===== src/rtl/text_string_plotter_pkg.sv =====
// Shared constants, glyph codes, FSM state type and the 8x16 A-P font
// used by the string plotter and its glyph ROM.
package text_pkg;

    localparam int SCREEN_W = 160;
    localparam int SCREEN_H = 120;

    localparam int DEF_GLYPH_W = 8;
    localparam int DEF_GLYPH_H = 16;

    localparam int FONT_W      = 8;
    localparam int FONT_H      = 16;
    localparam int FONT_GLYPHS = 16;

    localparam int GLYPH_A = 0,  GLYPH_B = 1,  GLYPH_C = 2,  GLYPH_D = 3;
    localparam int GLYPH_E = 4,  GLYPH_F = 5,  GLYPH_G = 6,  GLYPH_H = 7;
    localparam int GLYPH_I = 8,  GLYPH_J = 9,  GLYPH_K = 10, GLYPH_L = 11;
    localparam int GLYPH_M = 12, GLYPH_N = 13, GLYPH_O = 14, GLYPH_P = 15;
    localparam int GLYPH_BLANK = FONT_GLYPHS;

    typedef enum logic [1:0] {IDLE, DRAW, DONE} state_t;

    // Row-major, row 0 in bits [127:120], MSB of each row byte = column 0.
    localparam logic [127:0] FONT [FONT_GLYPHS] = '{
        128'h0000_1824_4242_427E_4242_4242_4200_0000,
        128'h0000_7C42_4242_7C42_4242_427C_0000_0000,
        128'h0000_3C42_4040_4040_4040_423C_0000_0000,
        128'h0000_7844_4242_4242_4242_4478_0000_0000,
        128'h0000_7E40_4040_7C40_4040_407E_0000_0000,
        128'h0000_7E40_4040_7C40_4040_4040_0000_0000,
        128'h0000_3C42_4040_4E42_4242_463A_0000_0000,
        128'h0000_4242_4242_7E42_4242_4242_0000_0000,
        128'h0000_3E08_0808_0808_0808_083E_0000_0000,
        128'h0000_1E04_0404_0404_0444_4438_0000_0000,
        128'h0000_4244_4850_6060_5048_4442_0000_0000,
        128'h0000_4040_4040_4040_4040_407E_0000_0000,
        128'h0000_4266_5A5A_4242_4242_4242_0000_0000,
        128'h0000_4262_6252_524A_4A46_4642_0000_0000,
        128'h0000_3C42_4242_4242_4242_423C_0000_0000,
        128'h0000_7C42_4242_7C40_4040_4040_0000_0000
    };

endpackage


===== src/rtl/text_string_plotter_if.sv =====
// Request/status and VGA pixel bundle between game logic, the string plotter
// and the VGA adapter.
interface text_string_plotter_if #(
    parameter int MAX_CHARS = 8,
    parameter int CODE_W    = 4,
    parameter int CNT_W     = 4,
    parameter int COLOUR_W  = 3
);
    logic                          start;
    logic [7:0]                    origin_x;
    logic [6:0]                    origin_y;
    logic [CNT_W-1:0]              char_count;
    logic [MAX_CHARS*CODE_W-1:0]   char_codes;
    logic [COLOUR_W-1:0]           fg_colour;
    logic [COLOUR_W-1:0]           bg_colour;
    logic                          opaque;
    logic                          hold;
    logic                          busy;
    logic                          done;
    logic [7:0]                    vga_x;
    logic [6:0]                    vga_y;
    logic [COLOUR_W-1:0]           vga_colour;
    logic                          vga_plot;

    modport master (
        output start, origin_x, origin_y, char_count, char_codes,
               fg_colour, bg_colour, opaque, hold,
        input  busy, done, vga_x, vga_y, vga_colour, vga_plot
    );

    modport slave (
        input  start, origin_x, origin_y, char_count, char_codes,
               fg_colour, bg_colour, opaque, hold,
        output busy, done, vga_x, vga_y, vga_colour, vga_plot
    );
endinterface


===== src/rtl/text_string_plotter_glyph_rom.sv =====
// Combinational glyph ROM: returns one GLYPH_W-bit row word (MSB = column 0);
// codes beyond the font or NUM_GLYPHS read back as blank.
module glyph_rom
    import text_pkg::*;
#(
    parameter int GLYPH_W    = DEF_GLYPH_W,
    parameter int GLYPH_H    = DEF_GLYPH_H,
    parameter int NUM_GLYPHS = 16,
    parameter int CODE_W     = 4,
    parameter int ROW_W      = (GLYPH_H > 1) ? $clog2(GLYPH_H) : 1
) (
    input  logic [CODE_W-1:0]  code,
    input  logic [ROW_W-1:0]   row,
    output logic [GLYPH_W-1:0] row_bits
);
    localparam int NG = (NUM_GLYPHS < FONT_GLYPHS) ? NUM_GLYPHS : FONT_GLYPHS;
    localparam int NC = (GLYPH_W < FONT_W) ? GLYPH_W : FONT_W;
    localparam int NR = (GLYPH_H < FONT_H) ? GLYPH_H : FONT_H;

    always_comb begin
        row_bits = '0;
        for (int unsigned g = 0; g < NG; g++) begin
            for (int unsigned r = 0; r < NR; r++) begin
                if (code == CODE_W'(g) && row == ROW_W'(r)) begin
                    for (int unsigned c = 0; c < NC; c++)
                        row_bits[GLYPH_W-1-c] = FONT[g][FONT_W*(FONT_H-r)-1-c];
                end
            end
        end
    end
endmodule


===== src/rtl/text_string_plotter.sv =====
// Draws a latched string of glyphs one pixel per clock into the 160x120 VGA
// framebuffer. Define TEXT_PLOTTER_CLIP_EN to suppress off-screen pixels.
module text_string_plotter
    import text_pkg::*;
#(
    parameter int GLYPH_W    = DEF_GLYPH_W,
    parameter int GLYPH_H    = DEF_GLYPH_H,
    parameter int NUM_GLYPHS = 16,
    parameter int MAX_CHARS  = 8,
    parameter int COLOUR_W   = 3,
    parameter int CODE_W     = $clog2(NUM_GLYPHS),
    parameter int CNT_W      = $clog2(MAX_CHARS + 1)
) (
    input logic               clk,
    input logic               resetn,
    text_string_plotter_if.slave bus
);
    localparam int COL_W = (GLYPH_W > 1) ? $clog2(GLYPH_W) : 1;
    localparam int ROW_W = (GLYPH_H > 1) ? $clog2(GLYPH_H) : 1;

    state_t                        r_state;
    logic [COL_W-1:0]              r_col;
    logic [ROW_W-1:0]              r_row;
    logic [CNT_W-1:0]              r_chr;
    logic [CNT_W-1:0]              r_count;
    logic [MAX_CHARS*CODE_W-1:0]   r_codes;
    logic [7:0]                    r_ox;
    logic [6:0]                    r_oy;
    logic [COLOUR_W-1:0]           r_fg, r_bg, r_colour;
    logic                          r_opaque, r_busy, r_done, r_plot;
    logic [7:0]                    r_x;
    logic [6:0]                    r_y;

    logic [CODE_W-1:0]  w_code;
    logic [GLYPH_W-1:0] w_row_bits;
    logic               w_bit, w_onscreen;
    logic [7:0]         w_x;
    logic [6:0]         w_y;

    always_comb begin
        w_code = '0;
        for (int unsigned i = 0; i < MAX_CHARS; i++)
            if (r_chr == CNT_W'(i)) w_code = r_codes[i*CODE_W +: CODE_W];
    end

    glyph_rom #(
        .GLYPH_W(GLYPH_W), .GLYPH_H(GLYPH_H), .NUM_GLYPHS(NUM_GLYPHS),
        .CODE_W(CODE_W), .ROW_W(ROW_W)
    ) u_rom (
        .code(w_code), .row(r_row), .row_bits(w_row_bits)
    );

    assign w_bit = w_row_bits[COL_W'(GLYPH_W - 1) - r_col];

`ifdef TEXT_PLOTTER_CLIP_EN
    logic [8:0] w_x9;
    logic [7:0] w_y8;
    assign w_x9       = 9'(int'(r_ox) + int'(r_chr) * GLYPH_W + int'(r_col));
    assign w_y8       = 8'(int'(r_oy) + int'(r_row));
    assign w_x        = w_x9[7:0];
    assign w_y        = w_y8[6:0];
    assign w_onscreen = (w_x9 < 9'(SCREEN_W)) && (w_y8 < 8'(SCREEN_H));
`else
    assign w_x        = 8'(int'(r_ox) + int'(r_chr) * GLYPH_W + int'(r_col));
    assign w_y        = 7'(int'(r_oy) + int'(r_row));
    assign w_onscreen = 1'b1;
`endif

    always_ff @(posedge clk) begin
        if (!resetn) begin
            r_state  <= IDLE;
            r_col    <= '0;
            r_row    <= '0;
            r_chr    <= '0;
            r_count  <= '0;
            r_codes  <= '0;
            r_ox     <= '0;
            r_oy     <= '0;
            r_fg     <= '0;
            r_bg     <= '0;
            r_opaque <= 1'b0;
            r_busy   <= 1'b0;
            r_done   <= 1'b0;
            r_plot   <= 1'b0;
            r_x      <= '0;
            r_y      <= '0;
            r_colour <= '0;
        end else begin
            r_done <= 1'b0;
            r_plot <= 1'b0;
            case (r_state)
                IDLE: if (bus.start) begin
                    r_ox     <= bus.origin_x;
                    r_oy     <= bus.origin_y;
                    r_count  <= (bus.char_count > CNT_W'(MAX_CHARS)) ? CNT_W'(MAX_CHARS)
                                                                     : bus.char_count;
                    r_codes  <= bus.char_codes;
                    r_fg     <= bus.fg_colour;
                    r_bg     <= bus.bg_colour;
                    r_opaque <= bus.opaque;
                    r_col    <= '0;
                    r_row    <= '0;
                    r_chr    <= '0;
                    r_busy   <= 1'b1;
                    r_state  <= (bus.char_count == '0) ? DONE : DRAW;
                end
                DRAW: if (!bus.hold) begin
                    r_x      <= w_x;
                    r_y      <= w_y;
                    r_colour <= w_bit ? r_fg : r_bg;
                    r_plot   <= (w_bit | r_opaque) & w_onscreen;
                    if (r_col == COL_W'(GLYPH_W - 1)) begin
                        r_col <= '0;
                        if (r_row == ROW_W'(GLYPH_H - 1)) begin
                            r_row <= '0;
                            if (r_chr == r_count - CNT_W'(1)) begin
                                r_chr   <= '0;
                                r_state <= DONE;
                            end else begin
                                r_chr <= r_chr + CNT_W'(1);
                            end
                        end else begin
                            r_row <= r_row + ROW_W'(1);
                        end
                    end else begin
                        r_col <= r_col + COL_W'(1);
                    end
                end
                DONE: begin
                    // done and busy-low land together, one cycle after the last pixel
                    r_done  <= 1'b1;
                    r_busy  <= 1'b0;
                    r_state <= IDLE;
                end
                default: r_state <= IDLE;
            endcase
        end
    end

    assign bus.busy       = r_busy;
    assign bus.done       = r_done;
    assign bus.vga_x      = r_x;
    assign bus.vga_y      = r_y;
    assign bus.vga_colour = r_colour;
    assign bus.vga_plot   = r_plot;
endmodule


===== src/flat_wrapper.sv =====
// flat-port wrapper written by rule: the top's interface ports become plain ports
module text_string_plotter_flat import text_pkg::*;
#(
    parameter int GLYPH_W    = DEF_GLYPH_W,
    parameter int GLYPH_H    = DEF_GLYPH_H,
    parameter int NUM_GLYPHS = 16,
    parameter int MAX_CHARS  = 8,
    parameter int COLOUR_W   = 3,
    parameter int CODE_W     = $clog2(NUM_GLYPHS),
    parameter int CNT_W      = $clog2(MAX_CHARS + 1)
)
  (clk, resetn, bus_start, bus_origin_x, bus_origin_y, bus_char_count, bus_char_codes, bus_fg_colour, bus_bg_colour, bus_opaque, bus_hold, bus_busy, bus_done, bus_vga_x, bus_vga_y, bus_vga_colour, bus_vga_plot);
  text_string_plotter_if #(.MAX_CHARS(MAX_CHARS), .CODE_W(CODE_W), .CNT_W(CNT_W), .COLOUR_W(COLOUR_W)) bus_i ();
  input logic clk;
  input logic resetn;
  input wire logic [$bits(bus_i.start)-1:0] bus_start;
  input wire logic [$bits(bus_i.origin_x)-1:0] bus_origin_x;
  input wire logic [$bits(bus_i.origin_y)-1:0] bus_origin_y;
  input wire logic [$bits(bus_i.char_count)-1:0] bus_char_count;
  input wire logic [$bits(bus_i.char_codes)-1:0] bus_char_codes;
  input wire logic [$bits(bus_i.fg_colour)-1:0] bus_fg_colour;
  input wire logic [$bits(bus_i.bg_colour)-1:0] bus_bg_colour;
  input wire logic [$bits(bus_i.opaque)-1:0] bus_opaque;
  input wire logic [$bits(bus_i.hold)-1:0] bus_hold;
  output wire logic [$bits(bus_i.busy)-1:0] bus_busy;
  output wire logic [$bits(bus_i.done)-1:0] bus_done;
  output wire logic [$bits(bus_i.vga_x)-1:0] bus_vga_x;
  output wire logic [$bits(bus_i.vga_y)-1:0] bus_vga_y;
  output wire logic [$bits(bus_i.vga_colour)-1:0] bus_vga_colour;
  output wire logic [$bits(bus_i.vga_plot)-1:0] bus_vga_plot;
  assign bus_i.start = bus_start;
  assign bus_i.origin_x = bus_origin_x;
  assign bus_i.origin_y = bus_origin_y;
  assign bus_i.char_count = bus_char_count;
  assign bus_i.char_codes = bus_char_codes;
  assign bus_i.fg_colour = bus_fg_colour;
  assign bus_i.bg_colour = bus_bg_colour;
  assign bus_i.opaque = bus_opaque;
  assign bus_i.hold = bus_hold;
  assign bus_busy = bus_i.busy;
  assign bus_done = bus_i.done;
  assign bus_vga_x = bus_i.vga_x;
  assign bus_vga_y = bus_i.vga_y;
  assign bus_vga_colour = bus_i.vga_colour;
  assign bus_vga_plot = bus_i.vga_plot;
  text_string_plotter #(.GLYPH_W(GLYPH_W), .GLYPH_H(GLYPH_H), .NUM_GLYPHS(NUM_GLYPHS), .MAX_CHARS(MAX_CHARS), .COLOUR_W(COLOUR_W), .CODE_W(CODE_W), .CNT_W(CNT_W)) u_core (.clk(clk), .resetn(resetn), .bus(bus_i));
endmodule

===== config.mk =====
export PLATFORM = sky130hd
export DESIGN_NAME = text_string_plotter_flat
export DESIGN_NICKNAME = d
export VERILOG_FILES = /design/src/rtl/text_string_plotter_pkg.sv /design/src/rtl/text_string_plotter_if.sv /design/src/rtl/text_string_plotter_glyph_rom.sv /design/src/rtl/text_string_plotter.sv /design/src/flat_wrapper.sv
export SDC_FILE = /design/constraint.sdc
export NUM_CORES = 1
export LEC_CHECK = 0
export CAP_MARGIN = 15
export CELL_PAD_IN_SITES_DETAIL_PLACEMENT = 1
export CELL_PAD_IN_SITES_GLOBAL_PLACEMENT = 2
export CORE_MARGIN = 3
export CORE_UTILIZATION = 25
export DETAILED_ROUTE_END_ITERATION = 16
export HOLD_SLACK_MARGIN = 0.08
export PLACE_DENSITY_LB_ADDON = 0.25
export SYNTH_ARGS = -nofsm -noshare
export SYNTH_HDL_FRONTEND = slang
export SYNTH_SLANG_ARGS = --single-unit

===== constraint.sdc =====
create_clock -name clk -period 9.2 [get_ports clk]
set_input_delay 2.76 -clock clk [delete_from_list [all_inputs] [get_ports clk]]
set_output_delay 2.76 -clock clk [all_outputs]
set_load 0.1 [all_outputs]

==> out/metrics.yaml, run 1 <==
die_h_um: 167.5
port_buffers: 82
gr-total-overflow: 0
drv_slew: 0
crit_required_ns: 9.44
wl_met1_um: 11390
combPwrFrac: 0.233
worstSetupPathType: "reg -> reg"
rows: 58
route.met3.wl_um: 1104
area_growth_pct: 20.66
max_freq_mhz: 205.4
drt-initial-drc-count: 367
grt_pass1_wl_um: 38110
syn_inst: 876
min_period_ns: 4.868
fin_crit_sh: 0.5291
hpwlAfterDp_um: 17260
clk_latency_ns: 0.36
clockBufferDepth: 2
fin_skew_ns: 0.01074
internal_power_uw: 701.5
place_congestion: 0.9562
p_switching_uw: 343.6
netlist_area_sq_um: 6524
yosys.cell_types.count: 79
slew_headroom: 0.3508
max-vdd-ir-drop_uv: 90.92
worst_path_largest_cell_delay_ns: 0.75
initial_utilization: 0.2568
clock_power_share: 0.351
pre_cts_slack_ns: 4.332
ff_latch_area_sq_um: 1842
power.total_uw: 1045
grt_usage: 0.1672
rr_worst_depth: 12
clk_pin_slew_ns: 0.07
synth.top_cell.area_share: 0.2823
holdWs_ns: 0.4700
hold_violations: 0
hold_depth: 2
routed-wl-met2_um: 10890
nets: 1005
synthTopCellsByCount: "nand2_1, dfxtp_1, a21boi_0"
ant_nets: 0
cts.root.buffer_cell: "clkbuf_16"
cts_hold_buf: 0
sw_frac_of_total: 0.3287
crit_path_top_delay_cell: "a21oi_4"
yosys-top-cells-area: "dfxtp_1, nand2_1, a21boi_0, ha_1, a21oi_1"
rsz0062_at_grt: "no"
synth_warnings: 0
arrival_ns: 5.11
grt_pass1_vias: 6655
crit_path_end_kind: "flop"
synth_flop_cell: "dfxtp_1"
cp.depth: 12
start_kind: "flop"
finalSetupTns_ns: 0
synth.most_common_cell: "nand2_1"
dieWidth_um: 167.5
async_reset_ff_frac: 0
antenna_found_initial: 0
multi_input_area_sq_um: 4315
critPathBufInv: 1
cts_repair_resize_count: 0
numCtsBuffers: 9
core_area_sq_um: 25400
clkSinkCount: 92
cp_top_family: "compound AO/OA/AOI/OAI gates"
cts_tree: "built"
wl_per_cell_um: 19.06
path_cells: "inv_1 > ha_1 > a221o_1 > a221o_1 > a21oi_4 > nand2_1 > a2111o_1 > a41o_1 > or4_1 > a22o_2 > nor4_1 > nor3b_1"
syn-num-nets: 962
yosysSeqAreaShare: 0.2823
setup_viol: 0
htreeDepth: 3
drv_cap: 0
avgSynthCellArea_sq_um: 7.447
wl_um: 23910
vias: 6635
drc_errors: 0
path_common_cell: "a221o_1"
p_leak_uw: 0.002817
p_per_area_nw_per_um2: 132.8
status: "finished clean"
tightestPinTransition_ns: 0.9707
ys_ff_latch: 92
hold_class: "reg -> reg"
num_io_pins: 83
fill_cells: 3137
synth_edf_count: 0
viasPerCell: 5.291
diodes: 0
final_layout_size_suffix_gt1_frac: 0.05519
top_layer_used: "met4"
post-cts-setup-buffers: 0
crit_fanout: 34
synth_top_area_cell: "dfxtp_1"
die_area_sq_um: 28070
drt_pass1_iterations: 5
seqPwrFrac: 0.416
grt_max_degree: 90
setup_slack_ns: 4.332
## through the flow
step | cells | utilization | area (sq um)
2_1_floorplan | 876 | - | 6524
3_3_place_gp | 1238 | 0.2986 | 7585
3_5_place_dp | 1238 | 0.2986 | 7585
4_1_cts | 1254 | 0.3099 | 7871
5_1_grt | 1254 | 0.3099 | 7871
6_report | 1254 | 0.3099 | 7871
## power by group through the flow
stage / combinational [uW] / clock (uW) / sequential [uW]
3_5_place_dp: 244 / 0 / 444
5_1_grt: 266 / 399 / 438
2_1_floorplan: 140 / 0 / 463
4_1_cts: 245 / 383 / 435
6_report: 244 / 367 / 434
3_3_place_gp: 244 / 0 / 444
## worst reg2reg max path: cells and delay by family, from the launching register on
family / cells / cell delay, ns
DFF: 1 / 0.50
AOI/OAI and AO/OA: 6 / 2.56
adders and majority gates: 1 / 0.43
and+or+nand+nor: 4 / 1.14
buffers and inverters: 1 / 0.11
## flip-flops by register name, summed over array words and instances, names as in the netlist
name / flops
u_core.r_count: 4
u_core.r_fg: 3
u_core.r_codes: 32
u_core.r_row: 4
u_core.bus.done: 1
u_core.r_oy: 7
u_core.r_chr: 4
u_core.r_col: 3
u_core.bus.busy: 1
u_core.bus.vga_plot: 1
u_core.r_bg: 3
u_core.bus.vga_x: 8
u_core.r_ox: 8
u_core.bus.vga_y: 7
u_core.r_state: 2
u_core.bus.vga_colour: 3
u_core.r_opaque: 1
## metal layers
metal | GRT usage | vias to the layer above
met5 | 0 | -
met4 | 0.05336 | 0
met3 | 0.02927 | 35
met2 | 0.2733 | 150
met1 | 0.2244 | 3221
li1 | - | 3229
## logic make-up after synthesis
logic type,synth area share
xor+xnor,0.02819
flops,0.2823
compound gates,0.3143
mux,0.01266
simple gates,0.2557
fa+ha+maj,0.04833
buf+inv,0.05849
## cell type report
cell class / count / area share
multi-input combinational: 695 / 0.5482
sequential: 92 / 0.2340
timing repair buffer: 96 / 0.1170
tap: 330 / 0.05246
clock buffer: 11 / 0.03084
inverter: 25 / 0.01192
clock inverter: 5 / 0.005564
## worst paths after layout
check / start / to / slack [ns]
worst min register to register: u_core.r_codes[10] / u_core.r_codes[10] / 0.47
worst max-delay path: u_core.r_chr[0] / u_core.bus.vga_colour[2] / 4.33
worst max register to register: u_core.r_chr[0] / u_core.bus.vga_colour[2] / 4.33
worst min-delay path: u_core.r_codes[10] / u_core.r_codes[10] / 0.47
## cells in the final DEF, fill, tap and decap left out, drive strengths merged, types with 4 or more instances in the layout
| master | Yosys | layout |
|---|---|---|
| a21boi | 66 | 66 |
| a31oi | 10 | 10 |
| nor2 | 54 | 54 |
| a21o | 12 | 12 |
| nand3 | 20 | 20 |
| o22a | 5 | 5 |
| xnor2 | 10 | 10 |
| a221o | 6 | 6 |
| nand3b | 7 | 7 |
| nor3b | 7 | 7 |
| nand2 | 183 | 183 |
| a311oi | 4 | 4 |
| o211ai | 5 | 5 |
| a22oi | 7 | 7 |
| xor2 | 11 | 11 |
| a21oi | 45 | 45 |
| a221oi | 11 | 11 |
| nor3 | 15 | 15 |
| nand4 | 7 | 7 |
| clkbuf | 43 | 11 |
| mux2i | 6 | 6 |
| nor2b | 19 | 19 |
| buf | 21 | 15 |
| clkdlybuf4s50 | 0 | 81 |
| o21ai | 47 | 47 |
| nor4 | 12 | 12 |
| and2 | 9 | 9 |
| o32ai | 4 | 4 |
| dfxtp | 92 | 92 |
| o22ai | 7 | 7 |
| nand2b | 7 | 7 |
| or3 | 5 | 5 |
| o211a | 8 | 8 |
| a22o | 6 | 6 |
| ha | 22 | 22 |
| a211oi | 7 | 7 |
| inv | 25 | 27 |
(Power assumes the default switching activity.)
==> run 2, diff against run 1 <==
- clock period: 9.2 -> 4.89 ns (I/O delays scaled with it)
==> out/metrics.yaml, run 2 (same netlist as run 1, synthesis figures left out) <==
status: "finished clean"
post-route-util: 0.3204
fin_skew_ns: 0.01419
port_buffers: 82
worst_path_largest_cell_delay_ns: 0.58
rows: 58
core_area_sq_um: 25400
gr-total-overflow: 0
cts_tree: "built"
drt-initial-drc-count: 394
diodes: 0
crit_path_top_delay_cell: "or4_1"
top_usage_layer: "met2"
arrival_ns: 4.73
max-vdd-ir-drop_uv: 166.4
cts.root.buffer_cell: "clkbuf_16"
final_cell_mix: "nand2_1, dfxtp_1, clkdlybuf4s50_1"
tightestPinTransition_ns: 0.9765
grtUsageMet3: 0.03022
met2_usage: 0.2772
num_io_pins: 83
crit_required_ns: 5.12
start_kind: "flop"
drc_errors: 0
placed_cell_area_sq_um: 7821
cp_top_family: "compound AO/OA/AOI/OAI gates"
hold_class: "reg -> reg"
place_congestion: 0.9348
post-cts-setup-buffers: 0
vias: 6717
hpwlAfterDp_um: 18790
crit_path_end_kind: "flop"
crit_fanout: 12
max_freq_mhz: 222.5
clockBufferDepth: 2
final_area_sq_um: 8138
hold_violations: 0
drt_pass1_iterations: 5
clkSinkCount: 92
die_h_um: 167.5
path_cells: "ha_1 > buf_4 > a221o_1 > a221oi_1 > o21ai_2 > buf_4 > nor4_1 > o21ai_0 > o21ai_1 > a2111oi_0 > or4_1 > a22o_2 > nor4_1 > nor3b_1"
mostFrequentLayoutCell: "nand2_1"
wl_per_cell_um: 19.14
drv_cap: 0
ant_nets: 0
finalSetupTns_ns: 0
grt_pass1_vias: 6770
drv_slew: 0
clk_pin_slew_ns: 0.08
p_per_area_nw_per_um2: 246.9
slew_headroom: 0.3469
grt_max_degree: 46
antenna_found_initial: 0
dieWidth_um: 167.5
power.total_uw: 2009
final_layout_size_suffix_gt1_frac: 0.08595
largest_reg_flops: 32
p_leak_uw: 0.002983
die_area_sq_um: 28070
numCtsBuffers: 9
nets: 1035
clk_latency_ns: 0.36
initial_utilization: 0.2568
min_period_ns: 4.494
area_growth_pct: 24.74
viasPerCell: 5.231
setup_viol: 0
grt_usage: 0.1711
rsz0062_at_grt: "no"
use_met1: 0.2381
holdWs_ns: 0.4671
wl_um: 24580
critPathBufInv: 2
grt_pass1_wl_um: 38470
fin_crit_sh: 0.9190
htreeDepth: 3
largest_register: "u_core.r_codes"
worstSetupPathType: "reg -> reg"
## run 2: area by class of cell
cell class,instances,area [sq um]
fillers,3082,17260
multi-input cells,696,4330
flip-flops and latches,92,1842
repair buffers,125,1164
well taps,330,412.9
clock buffers,11,252.7
inverters,25,93.84
clock inverters,5,42.54
## run 2: repair_timing
action / CTS / global route
hold buffers: 0 / 0
endpoints found under the setup margin: 0 / 4
resized for setup: 0 / 2
## run 2: metal layers
layer	routed length (um)	vias to the layer above
met5	0	-
met4	410	0
met3	995	29
met2	11130	137
met1	12040	3258
li1	-	3293
## run 2: worst min-delay path: stages, from the launching register on
cell	delay (ns)
dfxtp_1	0.31
nand2_1	0.05
a21boi_0	0.06
## run 2: path summary, 6_finish.rpt
check / to / startpoint / slack [ns] / cells past startpoint
worst max register to register: u_core.bus.vga_colour[1] / u_core.r_chr[0] / 0.40 / 14
worst max-delay path: u_core.bus.vga_colour[1] / u_core.r_chr[0] / 0.40 / 14
worst min-delay path: u_core.bus.vga_y[2] / u_core.bus.vga_y[2] / 0.47 / 2
worst min register to register: u_core.bus.vga_y[2] / u_core.bus.vga_y[2] / 0.47 / 2
## run 2: report_power, final
group          switching [uW]  leakage [uW]  internal [uW]
combinational             299       0.00209            184
sequential               30.6      0.000752            787
clock                     330      0.000143            379
## run 2: through the flow
step / setup slack [ns] / cells
2_1_floorplan: 1.189 / 876
3_3_place_gp: 0.2585 / 1267
3_5_place_dp: 0.2668 / 1267
4_1_cts: 0.2495 / 1283
5_1_grt: 0.06789 / 1284
6_report: 0.3963 / 1284
==> run 3, diff against run 2 <==
- CORE_UTILIZATION: 25 -> 32
- HOLD_SLACK_MARGIN: 0.08 -> unset
==> out/metrics.yaml, run 3 (same netlist as run 1, synthesis figures left out) <==
status: "finished clean"
max-vdd-ir-drop_uv: 154.5
port_buffers: 82
crit_path_end_kind: "flop"
max_freq_mhz: 219.5
vias: 6755
finalSetupTns_ns: 0
tightestPinTransition_ns: 0.9964
die_h_um: 148.8
wl_per_cell_um: 19.54
drt_pass1_iterations: 5
setup_viol: 0
hold_start: "u_core.r_codes[3]"
nets: 1034
grt_usage: 0.2105
clkSinkCount: 92
initial_utilization: 0.3309
cts_hold_buf: 0
drv_cap: 0
viasPerCell: 5.546
drc_errors: 0
rows: 51
final_layout_size_suffix_gt1_frac: 0.08499
gr-total-overflow: 0
wl_um: 23800
ant_nets: 0
cts.root.buffer_cell: "clkbuf_16"
min_period_ns: 4.555
diodes: 0
largest_reg_flops: 32
rr_startpoint: "u_core.r_chr[1]"
dieWidth_um: 148.8
combPwrFrac: 0.238
p_switching_uw: 661.4
hold_class: "reg -> reg"
largest_register: "u_core.r_codes"
cts_tree: "built"
drv_slew: 0
antenna_found_initial: 0
drt-initial-drc-count: 522
p_per_area_nw_per_um2: 253.7
area_growth_pct: 23.36
fin_crit_sh: 0.9315
worstSetupPathType: "reg -> reg"
numCtsBuffers: 9
grt_pass1_vias: 6658
hold_violations: 0
clk_pin_slew_ns: 0.07
cp-startpoint: "u_core.r_chr[1]"
core_area_sq_um: 19720
slew_headroom: 0.3337
seqPwrFrac: 0.401
mostFrequentLayoutCell: "nand2_1"
htreeDepth: 3
hpwlAfterDp_um: 17810
internal_power_uw: 1380
clk_latency_ns: 0.35
sw_frac_of_total: 0.3239
crit_required_ns: 5.14
clockBufferDepth: 2
setup_slack_ns: 0.3348
pre_cts_slack_ns: 0.3270
final_cell_mix: "nand2_1, dfxtp_1, clkdlybuf4s50_1"
arrival_ns: 4.80
crit_fanout: 29
die_area_sq_um: 22140
post-cts-setup-buffers: 0
grt_max_degree: 60
p_leak_uw: 0.002984
clock_power_share: 0.362
place_congestion: 0.9502
start_kind: "flop"
fin_skew_ns: 0.01209
grt_pass1_wl_um: 36950
rsz0062_at_grt: "no"
num_io_pins: 83
## run 3: changes by cell type in the layout (fill, tap and decap cells not counted), sizes merged
cell      before  now
clkbuf        11    9
bufinv         0    1
inv           27   29
buf           44   43
clkinvlp       1    0
## run 3: final timing paths
kind | endpoint | slack (ns) | cells past startpoint
setup reg to reg | u_core.bus.vga_plot | 0.33 | 14
setup / recovery | u_core.bus.vga_plot | 0.33 | 14
hold reg to reg | u_core.r_codes[3] | 0.46 | 2
hold / removal | u_core.r_codes[3] | 0.46 | 2
## run 3: what timing repair did
| action | in CTS | in global routing |
|---|---|---|
| gates resized for setup | 0 | 2 |
| setup endpoints to repair | 0 | 3 |
| endpoints found under the hold margin | 0 | 0 |
## run 3: critical path, cell delays in order, from the launching register on
cell and delay, ns:
dfxtp_1 0.47, ha_1 0.54, buf_4 0.23, nor3b_1 0.06, a2111oi_2 0.49, a22oi_2 0.13, buf_12 0.21, a2111oi_0 0.59
a211oi_1 0.11, a221oi_1 0.52, o21ai_1 0.21, a221oi_1 0.29, a22o_2 0.30, nor2_1 0.06, o211a_1 0.21
## run 3: cell type report
cell class	instances	area (sq um)
fillers	2394	11670
well taps	265	331.6
clock buffers	9	225.2
flip-flops and latches	92	1842
multi-input cells	696	4319
inverters	25	93.84
clock inverters	7	80.08
repair buffers	124	1156
## run 3: power groups by stage
| stage | Sequential, uW | Clock [uW] | Combinational, uW |
|---|---|---|---|
| 2_1_floorplan | 870 | 0 | 263 |
| 3_3_place_gp | 835 | 0 | 479 |
| 3_5_place_dp | 836 | 0 | 479 |
| 4_1_cts | 818 | 760 | 482 |
| 5_1_grt | 823 | 788 | 527 |
| 6_report | 818 | 739 | 485 |
## run 3: per-stage QoR
| step | hold slack, ns | cell area (sq um) | total power, uW | util | std cells |
|---|---|---|---|---|---|
| 6_report | 0.4638 | 8048 | 2042 | 0.4081 | 1218 |
| 5_1_grt | 0.4811 | 8048 | 2138 | 0.4081 | 1218 |
| 3_3_place_gp | 0.4496 | 7732 | 1314 | 0.3922 | 1201 |
| 4_1_cts | 0.4695 | 8038 | 2061 | 0.4076 | 1217 |
| 3_5_place_dp | 0.4587 | 7732 | 1315 | 0.3922 | 1201 |
| 2_1_floorplan | 0.4389 | 6524 | 1133 | - | 876 |
## run 3: routing by layer
layer	wire length, um	part of all wire	global-route usage
met2	10900	0.46	0.3412
met1	10770	0.45	0.2787
met5	0	0	0
met4	437	0.018	0.05904
met3	1692	0.071	0.05409
